$ cat config.mk
export PLATFORM = sky130hd
export DESIGN_NAME = axis_uart_tx_arbiter
export DESIGN_NICKNAME = d
export VERILOG_FILES = /design/src/rtl/axis_uart_tx_arbiter.sv
export SDC_FILE = /design/constraint.sdc
export NUM_CORES = 1
export LEC_CHECK = 0
export ABC_AREA = 1
export CAP_MARGIN = 20
export CORE_MARGIN = 2
export CORE_UTILIZATION = 40
export DETAILED_ROUTE_END_ITERATION = 12
export GPL_ROUTABILITY_DRIVEN = 0
export GPL_TIMING_DRIVEN = 1
export PLACE_DENSITY = 0.82
export SLEW_MARGIN = 5
export SYNTH_ARGS = -nofsm -noshare
export SYNTH_HDL_FRONTEND = slang
export SYNTH_SLANG_ARGS = --single-unit
$ cat constraint.sdc
create_clock -name clk -period 1.8 [get_ports clk]
set_input_delay 0.36 -clock clk [delete_from_list [all_inputs] [get_ports clk]]
set_output_delay 0.36 -clock clk [all_outputs]
set_load 0.05 [all_outputs]
$ cat src/rtl/axis_uart_tx_arbiter.sv
// Purpose: packet-level round-robin arbiter sharing one AXI-Stream UART input between NUM_SRC sources.
// Latency: 1 cycle to arbitrate in IDLE, then combinational pass-through of the granted source in XFER.
// Backpressure: m_axis_ready is routed only to the granted source; stalls from the UART do not age the watchdog.
//
// Ports:
//   clk, rst_n                       rising-edge clock, synchronous active-low reset
//   s_axis_data/valid/last/ready     per-source streams (data flat, source i at [i*DATA_BITS +: DATA_BITS])
//   m_axis_data/valid/last/ready     stream to the UART core
//   grant_id                         current or most recent owner
//   busy                             high while a grant is held
//   stall_err                        one-cycle pulse when the watchdog revokes a grant
module axis_uart_tx_arbiter #(
    parameter int NUM_SRC       = 4,
    parameter int DATA_BITS     = 8,
    parameter int STALL_TIMEOUT = 255
) (
    input  logic                           clk,
    input  logic                           rst_n,
    input  logic [NUM_SRC*DATA_BITS-1:0]   s_axis_data,
    input  logic [NUM_SRC-1:0]             s_axis_valid,
    input  logic [NUM_SRC-1:0]             s_axis_last,
    output logic [NUM_SRC-1:0]             s_axis_ready,
    output logic [DATA_BITS-1:0]           m_axis_data,
    output logic                           m_axis_valid,
    output logic                           m_axis_last,
    input  logic                           m_axis_ready,
    output logic [$clog2(NUM_SRC)-1:0]     grant_id,
    output logic                           busy,
    output logic                           stall_err
);

    localparam int GW = $clog2(NUM_SRC);

    typedef enum logic {
        IDLE = 1'b0,
        XFER = 1'b1
    } state_t;

    state_t          state_q;
    state_t          state_d;
    logic [GW-1:0]   last_grant_q;
    logic [GW-1:0]   grant_q;
    logic [15:0]     stall_cnt_q;
    logic            stall_err_q;

    // Per-source data unpacked so the granted lane can be picked by index.
    logic [DATA_BITS-1:0] src_data [NUM_SRC];

    for (genvar i = 0; i < NUM_SRC; i++) begin : g_unpack
        assign src_data[i] = s_axis_data[i*DATA_BITS +: DATA_BITS];
    end

    // Granted-source view.
    logic                 g_valid;
    logic                 g_last;
    logic [DATA_BITS-1:0] g_data;

    assign g_valid = s_axis_valid[grant_q];
    assign g_last  = s_axis_last[grant_q];
    assign g_data  = src_data[grant_q];

    // Outputs are also forced quiet while reset is held, not just after the edge.
    logic xfer_act;
    logic hs;
    logic pkt_done;
    logic stall_hit;
    logic [16:0] stall_cnt_inc;

    assign xfer_act      = (state_q == XFER) && rst_n;
    assign hs            = xfer_act && g_valid && m_axis_ready;
    assign pkt_done      = hs && g_last;
    assign stall_cnt_inc = {1'b0, stall_cnt_q} + 17'd1;
    // This cycle is the STALL_TIMEOUT-th consecutive cycle without valid from the owner.
    assign stall_hit     = xfer_act && !g_valid && (stall_cnt_inc == 17'(STALL_TIMEOUT));

    // Rotating priority: scan last_grant+1, last_grant+2, ... wrapping at NUM_SRC.
    logic          any_req;
    logic [GW-1:0] winner;

    assign any_req = |s_axis_valid;

    always_comb begin
        int            cand;
        logic [GW-1:0] cand_idx;
        logic          found;
        cand     = 0;
        cand_idx = '0;
        found    = 1'b0;
        winner   = '0;
        for (int k = 1; k <= NUM_SRC; k++) begin
            cand = int'(last_grant_q) + k;
            if (cand >= NUM_SRC) begin
                cand = cand - NUM_SRC;
            end
            cand_idx = GW'(cand);
            if (!found && s_axis_valid[cand_idx]) begin
                found  = 1'b1;
                winner = cand_idx;
            end
        end
    end

    // State register.
    always_ff @(posedge clk) begin
        if (!rst_n) begin
            state_q <= IDLE;
        end else begin
            state_q <= state_d;
        end
    end

    // Next-state logic. IDLE is never skipped between packets.
    always_comb begin
        state_d = state_q;
        case (state_q)
            IDLE: begin
                if (any_req) begin
                    state_d = XFER;
                end
            end
            XFER: begin
                if (pkt_done || stall_hit) begin
                    state_d = IDLE;
                end
            end
            default: state_d = IDLE;
        endcase
    end

    // Grant bookkeeping and stall watchdog.
    always_ff @(posedge clk) begin
        if (!rst_n) begin
            last_grant_q <= GW'(NUM_SRC - 1);
            grant_q      <= '0;
            stall_cnt_q  <= '0;
            stall_err_q  <= 1'b0;
        end else begin
            stall_err_q <= stall_hit;
            case (state_q)
                IDLE: begin
                    stall_cnt_q <= '0;
                    if (any_req) begin
                        grant_q <= winner;
                    end
                end
                XFER: begin
                    if (pkt_done || stall_hit) begin
                        last_grant_q <= grant_q;
                    end
                    // Only an absent owner ages the counter; UART backpressure does not.
                    if (g_valid || stall_hit) begin
                        stall_cnt_q <= '0;
                    end else begin
                        stall_cnt_q <= stall_cnt_q + 16'd1;
                    end
                end
                default: stall_cnt_q <= '0;
            endcase
        end
    end

    // Output logic.
    always_comb begin
        m_axis_data  = '0;
        m_axis_valid = 1'b0;
        m_axis_last  = 1'b0;
        s_axis_ready = '0;
        busy         = 1'b0;
        if (xfer_act) begin
            m_axis_data           = g_data;
            m_axis_valid          = g_valid;
            m_axis_last           = g_last;
            s_axis_ready[grant_q] = m_axis_ready;
            busy                  = 1'b1;
        end
    end

    assign grant_id  = grant_q;
    assign stall_err = stall_err_q;

endmodule

==> results_dict.tcl <==
set metrics [dict create \
    netlist_area_sq_um 1670 \
    grt_usage 0.254 \
    placementRows 23 \
    synth_area_per_cell_sq_um 6.05 \
    grt-ovfl-total 0 \
    yosysTopAreaCellShare 0.264 \
    register_area_sq_um 463 \
    antennaDiodeCount 0 \
    path_clk_slew_ps 80 \
    power.density_nw_per_um2 479 \
    grt_pass1_wl_microns 9030 \
    antenna_found_initial 0 \
    htreeDepth 1 \
    p_sw_frac 0.361 \
    fill_cells 201 \
    cp.required_ps 2010 \
    dp_hpwl_microns 4400 \
    outcome "finished, violations left" \
    worstPathMaxFanout 5 \
    p_int_w 0.00102 \
    yosys-top-cells-count "nand2_1 (78), inv_1 (36), nor2_1 (35), dfxtp_1 (22), nand3_1 (19)" \
    max_slew_margin 0.680 \
    end_kind "flip-flop" \
    die_area_sq_um 4710 \
    final.setup.tns_ps -5520 \
    synthArstFlopShare 0 \
    cts_tree "yes" \
    first_pass_iters 5 \
    skew_ps 3.78 \
    ys_seq_elements 22 \
    drt_iter0_markers 247 \
    drive_gt1_frac 0.460 \
    cts_buffers 3 \
    seqPwrFrac 0.324 \
    area_growth_syn_to_layout_pct 100 \
    finalHoldViolations 0 \
    wire_per_inst_microns 19.9 \
    cts_sinks 22 \
    port_buffers 60 \
    floorplan.initialDensity 0.417 \
    worst_pin_slew_ps 474 \
    violations "setup timing" \
    synth_area_leader_cell "dfxtp_1" \
    fin_util 0.835 \
    grt_max_degree 16 \
    synth.most_common_cell "nand2_1" \
    hold_path.class "flip-flop to flip-flop" \
    dieHeight_microns 68.6 \
    yosys-top-cells-area "dfxtp_1 (26%), nand2_1 (18%), a22oi_1 (8.1%)" \
    clock-root-buffer "clkbuf_8" \
    coreArea_sq_um 4000 \
    cap_violations 0 \
    post-route-period-util 1.13 \
    worstSetupPathType "flip-flop to flip-flop" \
    synth-edff-count 0 \
    nNetsFinal 425 \
    combPwrFrac 0.453 \
    insertion_delay_ps 260 \
    synth-main-ff-cell "dfxtp_1" \
    startpoint_type "flip-flop" \
    synth_cells 276 \
    final_max_slew_viol_count 0 \
    layout_setup_ws_ps -233 \
    ir_drop_uv 499 \
    fmax_ghz 0.492 \
    via_count 2494 \
    p_leak_nw 1.31 \
    synth.distinct_cells 31 \
    ys_warn_count 0 \
    cts_buffer_depth 2 \
    syn-num-nets 322 \
    drc 0 \
    antenna_left 0 \
    fin_crit_ps 2030 \
    grt_pass1_vias 2048 \
    ioPinCount 61 \
    vias_per_cell 5.83 \
    yosysSeqAreaShare 0.264 \
    routed_wl_microns 8520 \
    total_power_w 0.00160 \
    multi_input_area_sq_um 1520 \
    die_w_microns 68.6 \
    r2r_slack_ps -230 \
    rsz0062_at_grt "true" \
    worstPathArrival_ps 2240 \
    setup_viol 32 \
    netSwitchingPower_w 0.000577 \
    p_clk_frac 0.223 \
]
==> logic make-up after synthesis <==
| logic type | count (synthesis) | synth area share |
|---|---|---|
| AO/OA/AOI/OAI | 54 | 0.206 |
| adder cells (fa/ha/maj) | 3 | 0.0225 |
| buffers and inverters | 44 | 0.106 |
| flip-flops | 22 | 0.264 |
| AND/OR/NAND/NOR | 153 | 0.402 |
==> registers in the layout (all words and copies together) (netlist names) <==
name,count
last_grant_q,2
stall_cnt_q,16
grant_id,2
stall_err,1
state_q,1
==> worst paths after layout <==
kind                            depth (start not counted)                       start                           end
worst max-delay path                                   14   stall_cnt_q[1]$_SDFF_PP0_  last_grant_q[1]$_SDFFE_PN1P_
worst min-delay path                                    2  stall_cnt_q[15]$_SDFF_PP0_    stall_cnt_q[15]$_SDFF_PP0_
worst max register to register                         14   stall_cnt_q[1]$_SDFF_PP0_  last_grant_q[1]$_SDFFE_PN1P_
worst min register to register                          2  stall_cnt_q[15]$_SDFF_PP0_    stall_cnt_q[15]$_SDFF_PP0_
==> stage by stage <==
| step | setup WS, ps | hold slack [ps] | std cells | cell area [sq um] |
|---|---|---|---|---|
| final | -233 | 505 | 428 | 3340 |
| after global routing | -359 | 524 | 428 | 3340 |
| after CTS | -69.2 | 542 | 419 | 3000 |
| after detailed placement | -207 | 514 | 409 | 2770 |
| after global placement | -160 | 504 | 409 | 2770 |
| after floorplan | -18.7 | 444 | 276 | 1820 |
==> worst max-delay path, stage by stage, from the launching register on <==
cell     delay [ps]
dfxtp_4         390
buf_6           120
nand3_4         100
inv_2           100
nand2_1         100
nand2_1         120
nand2_1         130
nor2_1          150
nand2_1         100
nor2_2          120
buf_4           140
nand3_4          80
nand2_2         110
nand2_1         110
nand3_1         100
==> placed cells by master (no fill, tap or decap), drive strengths merged <==
cell type	n
nand2	80
buf	60
nor2	41
clkdlybuf4s50	38
inv	38
dfxtp	22
nand3	20
a22oi	18
a21oi	18
o21ai	13
nand4	6
clkbuf	5
dlygate4sd2	4
nand3b	3
ha	3
nor3	2
clkinvlp	1
o221ai	1
a31oi	1
o211ai	1
nor4	1
a21boi	1
a41oi	1
==> power by group through the flow <==
stage / combinational, W / clock [W] / sequential, W
floorplan: 0.000272 / 0 / 0.000536
global placement: 0.000530 / 0 / 0.000526
detailed placement: 0.000538 / 0 / 0.000527
CTS: 0.000621 / 0.000361 / 0.000513
global route: 0.000750 / 0.000388 / 0.000517
finish: 0.000724 / 0.000357 / 0.000518
==> metal layers <==
layer | part of all wire | global-route usage | vias up | routed length (microns)
li1 | - | - | 1119 | -
met1 | 0.37 | 0.318 | 1172 | 3160
met2 | 0.51 | 0.447 | 150 | 4350
met3 | 0.065 | 0.0406 | 53 | 554
met4 | 0.054 | 0.0700 | 0 | 457
met5 | 0 | 0 | - | 0
==> area by class of cell <==
type / count / share of cell area
Multi-Input combinational cell: 210 / 0.454
Timing Repair Buffer: 103 / 0.327
Sequential cell: 22 / 0.139
Inverter: 39 / 0.0457
Tap cell: 50 / 0.0187
Clock buffer: 4 / 0.0165
==> what timing repair did <==
item / CTS / global route
endpoints found under the hold margin: 0 / 0
hold buffers: 0 / 0
resized for setup: 38 / 76
buffers inserted: 5 / 8
setup endpoints to repair: 33 / 33
pin swaps: 16 / 21
gates cloned: 1 / 1
Power figures use the tool's default switching activity.
